`config.mk`:
```
export PLATFORM = sky130hd
export DESIGN_NAME = bp_cce_gad_ctrl
export DESIGN_NICKNAME = d
export VERILOG_FILES = /design/src/rtl/bp_cce_pkg.sv /design/src/rtl/bp_cce_dir_row_unpack.sv /design/src/rtl/bp_cce_gad_ctrl.sv
export SDC_FILE = /design/constraint.sdc
export NUM_CORES = 1
export LEC_CHECK = 0
export ABC_AREA = 1
export BUFFER_PORTS_ARGS = -buffer_cell sky130_fd_sc_hd__buf_2
export CAP_MARGIN = 20
export CORE_ASPECT_RATIO = 1.25
export CORE_UTILIZATION = 48
export CTS_CLUSTER_SIZE = 28
export DETAILED_ROUTE_END_ITERATION = 8
export PLACE_DENSITY = 0.74
export RECOVER_POWER = 50
export SYNTH_ARGS = -nofsm -noshare
export SYNTH_HDL_FRONTEND = slang
export SYNTH_SLANG_ARGS = --single-unit
```
`constraint.sdc`:
```
create_clock -name clk_i -period 3.31 [get_ports clk_i]
set_clock_uncertainty 0.1 [all_clocks]
set_input_delay 0.662 -clock clk_i [delete_from_list [all_inputs] [get_ports clk_i]]
set_output_delay 0.662 -clock clk_i [all_outputs]
set_load 0.03 [all_outputs]
```
`src/rtl/bp_cce_pkg.sv`:
```
// Shared CCE types: coherence states, directory row-entry layout and GAD controller FSM states.
package bp_cce_pkg;

    typedef enum logic [2:0] {
        e_COH_I = 3'b000,
        e_COH_S = 3'b001,
        e_COH_E = 3'b010,
        e_COH_F = 3'b011,
        e_COH_M = 3'b110,
        e_COH_O = 3'b111
    } bp_coh_states_e;

    localparam int bp_cce_dir_way_width_gp = 3;

    // One LCE slot in a directory row; valid is the MSB, coh_state sits at the LSBs.
    typedef struct packed {
        logic                               valid;
        logic [bp_cce_dir_way_width_gp-1:0] way;
        bp_coh_states_e                     coh_state;
    } bp_cce_dir_entry_s;

    typedef enum logic [1:0] {
        e_GAD_IDLE  = 2'd0,
        e_GAD_READ  = 2'd1,
        e_GAD_DRAIN = 2'd2,
        e_GAD_DONE  = 2'd3
    } bp_cce_gad_state_e;

    // States in which an LCE is responsible for supplying the block.
    function automatic logic bp_coh_is_owner(input bp_coh_states_e s);
        return (s == e_COH_E) || (s == e_COH_M) || (s == e_COH_O) || (s == e_COH_F);
    endfunction

endpackage

```
`src/rtl/bp_cce_dir_row_unpack.sv`:
```
// Splits one directory RAM row into per-LCE valid/way/coherence-state fields.
module bp_cce_dir_row_unpack
    import bp_cce_pkg::*;
#(
    parameter  int lce_per_row_p  = 2,
    parameter  int way_width_p    = 3,
    localparam int entry_width_lp = 1 + way_width_p + 3
) (
    input  logic [lce_per_row_p*entry_width_lp-1:0] row_i,
    output logic [lce_per_row_p-1:0]                valid_o,
    output logic [lce_per_row_p*way_width_p-1:0]    way_o,
    output logic [lce_per_row_p*3-1:0]              state_o
);

    for (genvar j = 0; j < lce_per_row_p; j++) begin : g_entry
        assign state_o[j*3 +: 3]                 = row_i[j*entry_width_lp +: 3];
        assign way_o[j*way_width_p +: way_width_p] = row_i[j*entry_width_lp+3 +: way_width_p];
        assign valid_o[j]                        = row_i[j*entry_width_lp+3+way_width_p];
    end

endmodule

```
`src/rtl/bp_cce_gad_ctrl.sv`:
```
// Gathers a way-group's directory rows into a per-LCE sharer view for the GAD stage.
// Optional owner-conflict check is enabled by defining BP_CCE_GAD_CTRL_OWNER_CHECK_EN.
module bp_cce_gad_ctrl
    import bp_cce_pkg::*;
#(
    parameter  int num_lce_p         = 8,
    parameter  int lce_assoc_p       = 8,
    parameter  int lce_per_row_p     = 2,
    parameter  int wg_width_p        = 4,
    localparam int lce_assoc_width_p = $clog2(lce_assoc_p),
    localparam int rows_lp           = num_lce_p / lce_per_row_p,
    localparam int row_w_lp          = $clog2(rows_lp),
    localparam int cnt_w_lp          = row_w_lp + 1,
    localparam int entry_w_lp        = 1 + lce_assoc_width_p + 3
) (
    input  logic                                   clk_i,
    input  logic                                   reset_n_i,

    // Request: valid/ready, transfer on req_v_i & req_ready_o at a rising edge.
    // Directory read and result use the same rule; sharers_yumi_i is a consume strobe
    // that is only honoured while sharers_v_o is high.
    input  logic                                   req_v_i,
    output logic                                   req_ready_o,
    input  logic [wg_width_p-1:0]                  req_wg_i,

    output logic                                   dir_r_v_o,
    input  logic                                   dir_r_ready_i,
    output logic [wg_width_p+row_w_lp-1:0]         dir_r_addr_o,

    input  logic                                   dir_data_v_i,
    input  logic [lce_per_row_p*entry_w_lp-1:0]    dir_data_i,

    output logic                                   sharers_v_o,
    input  logic                                   sharers_yumi_i,
    output logic [num_lce_p-1:0]                   sharers_hits_o,
    output logic [num_lce_p*lce_assoc_width_p-1:0] sharers_ways_o,
    output logic [num_lce_p*3-1:0]                 sharers_coh_states_o,

    output logic                                   busy_o,
    output logic                                   err_o,
    output logic [1:0]                             state_o
);

    bp_cce_gad_state_e state_r, state_n;

    logic [wg_width_p-1:0]                  wg_r;
    logic [cnt_w_lp-1:0]                    issue_cnt_r;
    logic [cnt_w_lp-1:0]                    return_cnt_r;
    logic [num_lce_p-1:0]                   hit_r;
    logic [num_lce_p*lce_assoc_width_p-1:0] way_r;
    logic [num_lce_p*3-1:0]                 coh_r;

    logic accept;
    logic issue;
    logic take;
    logic last_issue;
    logic last_return;

    logic [lce_per_row_p-1:0]                   row_valid;
    logic [lce_per_row_p*lce_assoc_width_p-1:0] row_way;
    logic [lce_per_row_p*3-1:0]                 row_state;

    bp_cce_dir_row_unpack #(
        .lce_per_row_p (lce_per_row_p),
        .way_width_p   (lce_assoc_width_p)
    ) u_unpack (
        .row_i   (dir_data_i),
        .valid_o (row_valid),
        .way_o   (row_way),
        .state_o (row_state)
    );

    // Returns are only meaningful while a request is in flight and rows are still owed.
    assign take = dir_data_v_i
                  && ((state_r == e_GAD_READ) || (state_r == e_GAD_DRAIN))
                  && (return_cnt_r < cnt_w_lp'(rows_lp));
    assign last_issue  = (issue_cnt_r == cnt_w_lp'(rows_lp - 1));
    assign last_return = (return_cnt_r == cnt_w_lp'(rows_lp))
                         || (take && (return_cnt_r == cnt_w_lp'(rows_lp - 1)));

    always_ff @(posedge clk_i or negedge reset_n_i) begin
        if (!reset_n_i) state_r <= e_GAD_IDLE;
        else            state_r <= state_n;
    end

    always_comb begin
        state_n     = state_r;
        req_ready_o = 1'b0;
        dir_r_v_o   = 1'b0;
        sharers_v_o = 1'b0;
        accept      = 1'b0;
        issue       = 1'b0;
        case (state_r)
            e_GAD_IDLE: begin
                req_ready_o = 1'b1;
                if (req_v_i) begin
                    accept  = 1'b1;
                    state_n = e_GAD_READ;
                end
            end
            e_GAD_READ: begin
                dir_r_v_o = 1'b1;
                if (dir_r_ready_i) begin
                    issue = 1'b1;
                    if (last_issue) state_n = e_GAD_DRAIN;
                end
            end
            e_GAD_DRAIN: begin
                if (last_return) state_n = e_GAD_DONE;
            end
            e_GAD_DONE: begin
                sharers_v_o = 1'b1;
                if (sharers_yumi_i) state_n = e_GAD_IDLE;
            end
            default: state_n = e_GAD_IDLE;
        endcase
    end

    always_ff @(posedge clk_i or negedge reset_n_i) begin
        if (!reset_n_i) begin
            wg_r         <= '0;
            issue_cnt_r  <= '0;
            return_cnt_r <= '0;
        end else if (accept) begin
            wg_r         <= req_wg_i;
            issue_cnt_r  <= '0;
            return_cnt_r <= '0;
        end else begin
            if (issue) issue_cnt_r  <= issue_cnt_r + 1'b1;
            if (take)  return_cnt_r <= return_cnt_r + 1'b1;
        end
    end

    // Row return_cnt_r lands in LCE slots return_cnt_r*lce_per_row_p onward.
    always_ff @(posedge clk_i or negedge reset_n_i) begin
        if (!reset_n_i) begin
            hit_r <= '0;
            way_r <= '0;
            coh_r <= '0;
        end else if (accept) begin
            hit_r <= '0;
            way_r <= '0;
            coh_r <= '0;
        end else if (take) begin
            for (int r = 0; r < rows_lp; r++) begin
                if (return_cnt_r == cnt_w_lp'(r)) begin
                    for (int j = 0; j < lce_per_row_p; j++) begin
                        hit_r[r*lce_per_row_p+j] <= row_valid[j];
                        way_r[(r*lce_per_row_p+j)*lce_assoc_width_p +: lce_assoc_width_p]
                            <= row_way[j*lce_assoc_width_p +: lce_assoc_width_p];
                        coh_r[(r*lce_per_row_p+j)*3 +: 3] <= row_state[j*3 +: 3];
                    end
                end
            end
        end
    end

    always_comb begin
        sharers_hits_o       = hit_r;
        sharers_ways_o       = '0;
        sharers_coh_states_o = '0;
        for (int i = 0; i < num_lce_p; i++) begin
            sharers_ways_o[i*lce_assoc_width_p +: lce_assoc_width_p] =
                hit_r[i] ? way_r[i*lce_assoc_width_p +: lce_assoc_width_p] : '0;
            sharers_coh_states_o[i*3 +: 3] = hit_r[i] ? coh_r[i*3 +: 3] : e_COH_I;
        end
    end

    assign dir_r_addr_o = {wg_r, issue_cnt_r[row_w_lp-1:0]};
    assign busy_o       = (state_r != e_GAD_IDLE);
    assign state_o      = state_r;

`ifdef BP_CCE_GAD_CTRL_OWNER_CHECK_EN
    logic owner_seen;
    logic owner_multi;

    always_comb begin
        owner_seen  = 1'b0;
        owner_multi = 1'b0;
        for (int i = 0; i < num_lce_p; i++) begin
            if (hit_r[i] && bp_coh_is_owner(bp_coh_states_e'(coh_r[i*3 +: 3]))) begin
                if (owner_seen) owner_multi = 1'b1;
                owner_seen = 1'b1;
            end
        end
    end

    // Result registers are frozen in DONE, so this holds until yumi leaves DONE.
    assign err_o = (state_r == e_GAD_DONE) && owner_multi;
`else
    assign err_o = 1'b0;
`endif

endmodule
```
==> results by stage <==
Run status:
- The flow ran to the end, but the final reports show violations.
- The checks that failed: capacitance limit, slew limit.

Yosys:
- After synthesis, the mean cell area works out to 7.57 sq um.
- The post-synth net total is 493.
- Counting every instance in the synthesized netlist gives 458.
- The post-synthesis sequential area ratio is 49.1%.
- Synthesis instantiated 18 different standard cells from the library.
- The mapped netlist covers 3470 sq um.
- The yosys synthesis warning count is 0.
- The flip-flop and latch count after synthesis is 68.

CTS:
- The tree is rooted in a clkbuf_8.
- The clock insertion delay at the later pin of the skew report is 0.34 ns.
- The longest clock path from root to sink contains 2 buffers.
- Once the clock tree was built, the resizer swapped 0 gates to a different size.
- Post-CTS timing repair inserted 0 buffers for setup.
- Clock-pin slew was measured on the worst setup and hold paths at 0.06 ns.
- The H-tree depth is 3.
- Buffers inserted during clock tree synthesis total 9.
- The number of hold buffers added after cts is 0.
- The clock drives 68 sinks.
- TritonCTS built the clock tree.

Final layout:
- 0 antenna diodes ended up in the layout.
- The combined flip-flop and latch cell area is 1700 sq um.
- Compared with the post-synthesis result, the final layout area differs by 18.4%.
- The number of nets in the layout is 578.
- The area of all placed cells without fillers is 4100 sq um.
- The count of cells in the finished layout, fillers not included, comes to 636.
- The area taken by multi-input logic gates is 1370 sq um.
- The fraction of layout instances using a drive strength above 1 is 16.5%.
- The number of fill cells in the layout is 690.
- The end-of-flow core utilization is 58.8%.

Floorplan:
- The die covers 7570 sq um.
- After floorplanning, the core was divided into 34 placement rows.
- The top-level port count is 93.
- Measured along the x axis, the die boundary spans 78 um.
- The core region is 6980 sq um.
- The height of the die is 97.0 um.
- For this configuration, the core starts out at a cell density of 49.7%.

Power and ir drop:
- For this design the static power due to leakage is 2.71 nW.
- Power comes to 4.24 mW.
- The fraction of power spent switching nets is 49.2%.
- Of the total power, registers draw 36.0%.
- The proportion of power drawn by combinational gates is 48.0%.
- Per report_power, the clock group accounts for 16.0% of the total.
- In this run the power density over the cells is 1030 nW/um^2.
- The cell-internal power is 2.15 mW.
- The power dissipated by switching net loads is 2.09 mW.
- Across the VDD grid, the largest voltage drop is 634 uV.

Route:
- The per-cell routed wire length is 13.8 um.
- For this run, the detailed router's first-pass iteration total came to 5.
- The residual DRC count is 0.
- The via density per instance is 5.04.
- The final antenna-violating net count is 0.
- Detailed routing inserted a total of 3207 vias.
- After detailed routing, the total wire length is 8780 um.
- The first routing iteration left 338 violations.

Worst setup path:
- The worst register-to-register path has a depth of 7.
- The maximum fanout along the worst path is 45.
- The worst endpoint required time is 3.49 ns.
- For the worst setup path, the data arrival time is 2.50 ns.
- The slowest stage of the critical path belongs to the cell dfrtp_1.
- The worst setup path is launched from a flop.
- The critical path goes through inv_1 > ha_1 > nand2_4 > inv_1 > nor2_1 > nand2_1 > nand2_1.
- The kind of end point of the critical path is a flop.
- For this run, the slowest stage of the critical path takes 0.41 ns.
- The worst setup path is of the reg2reg kind.

Timing:
- The final count of hold timing violations came to 0.
- Of the available clock period, the critical path in the final layout requires 70.1%.
- Setup violations remaining at the end of the flow were counted as 0.
- Subtracting the final worst setup slack from the clock period gives 2.32 ns.
- The setup TNS after final layout is 0 ns.
- The slew at the pin with the worst max-slew slack is 1.78 ns.
- Headroom to the max-slew limit came out at -18.4%.
- Timing would allow up to 0.431 GHz.
- Setup repair after global routing left no endpoint under its margin.
- The final max-slew violation count was 32.

Min path:
- The count of cells along the worst hold path is 2.
- The path class of the tightest hold or removal check is reg2reg.

Global route:
- The number of antenna violations at the first check in global routing is 0.
- The global-route wire length before repair is 14500 um.
- The residual overflow from global routing is 0.
- The via count of the first global-routing pass is 2998.
- The global router's overall resource usage is 25.1%.
- Entering global routing, the biggest net connects 46 pins.

Placement:
- Detailed placement ended at an HPWL of 6270 um.
- Buffers placed on the I/O ports in this run total 91.
- At the end of routability-driven placement, the weighted congestion stood at 0.811.
- Once placement completed, the tool counted placed cells totaling 622.
- The instance area after placement is 3950 sq um.

Flow run:
- The reported max-cap violation count is 1.
[layout make-up]
type	instances	share of cell area, %
clock inverter	2	0.854
inverter	74	6.77
sequential	68	41.5
timing repair buffer	93	11.0
multi-input combinational	297	33.4
tap	90	2.74
clock buffer	12	3.78
[logic make-up (layout without fill, tap and decap cells)]
kind of cell	count (synthesis)	count (layout)	share of synthesized area [%]
AOI/OAI and AO/OA	7	7	1.05
adders and majority gates	11	11	3.97
other	1	1	0.108
buffers and inverters	93	181	11.4
DFF	68	68	49.1
and+or+nand+nor	278	278	34.4
[Yosys cell counts]
library cell / instances / share of area [%]
a21oi_1: 2 / 0.29
nand3_1: 64 / 9.2
nor2_4: 1 / 0.32
buf_2: 9 / 1.3
conb_1: 1 / 0.11
nor2_1: 18 / 1.9
o21ai_0: 4 / 0.58
nand4_2: 1 / 0.36
buf_4: 3 / 0.65
inv_2: 1 / 0.11
buf_6: 3 / 0.97
nand2_1: 187 / 20
nand2_4: 7 / 2.3
dfrtp_1: 68 / 49
o22ai_1: 1 / 0.18
ha_1: 11 / 4.0
buf_1: 4 / 0.43
inv_1: 73 / 7.9
[final timing paths]
kind	start	endpoint	slack, ns
worst min-delay path	wg_r[2]	wg_r[2]	0.40
max in group asynchronous	reset_n_i	sharers_hits_o[3]	1.40
worst max-delay path	state_o[0]	way_r[18]	0.99
worst min register to register	wg_r[2]	wg_r[2]	0.40
min in group asynchronous	reset_n_i	way_r[14]	0.69
worst max register to register	state_o[0]	way_r[18]	0.99
[per-layer routing]
layer / part of all wire, % / global-route usage (%) / vias up / wire length [um]
li1: - / - / 1542 / -
met1: 41 / 34.0 / 1491 / 3620
met2: 48 / 38.8 / 150 / 4200
met3: 7.3 / 4.62 / 24 / 644
met4: 3.6 / 12.1 / 0 / 312
met5: 0 / 0 / - / 0
[worst max-delay path, delay by kind of cell, from the launching register on]
family                     cells  cell delay [ns]
adders and majority gates      1             0.27
buffers and inverters          2             0.50
DFF                            1             0.41
and+or+nand+nor                4             0.97
[layout by cell type (no fill, tap or decap)]
master	synthesis	final
a21oi_1	2	2
buf_12	0	1
buf_2	9	66
buf_4	3	1
bufinv_16	0	1
clkbuf_1	0	26
clkbuf_8	0	11
clkinv_2	0	1
conb_1	1	1
dfrtp_1	68	68
ha_1	11	11
inv_1	73	74
nand2_1	187	187
nand2_4	7	7
nand3_1	64	64
nand4_2	1	1
nor2_1	18	18
nor2_4	1	1
o21ai_0	4	4
o22ai_1	1	1
[state kept, by name, summed over array words and instances, names as in the netlist]
| signal | flops |
|---|---|
| coh_r | 24 |
| return_cnt_r | 3 |
| way_r | 24 |
| issue_cnt_r | 3 |
| wg_r | 4 |
| sharers_hits_o | 8 |
| state_o | 2 |
[power groups by stage]
stage | registers [mW] | logic (mW) | clock network [mW]
floorplan | 1.58 | 1.46 | 0
global placement | 1.53 | 2.02 | 0
detailed placement | 1.54 | 2.07 | 0
CTS | 1.52 | 2.08 | 0.685
global route | 1.58 | 2.25 | 0.716
finish | 1.53 | 2.04 | 0.678
[per-stage QoR]
step           hold slack, ns  setup WS [ns]
2_1_floorplan           0.266           1.24
3_3_place_gp            0.378           1.17
3_5_place_dp            0.377           1.12
4_1_cts                 0.295           1.08
5_1_grt                 0.415          0.785
6_report                0.396          0.988
No activity file was read; power rests on OpenSTA's default activity.
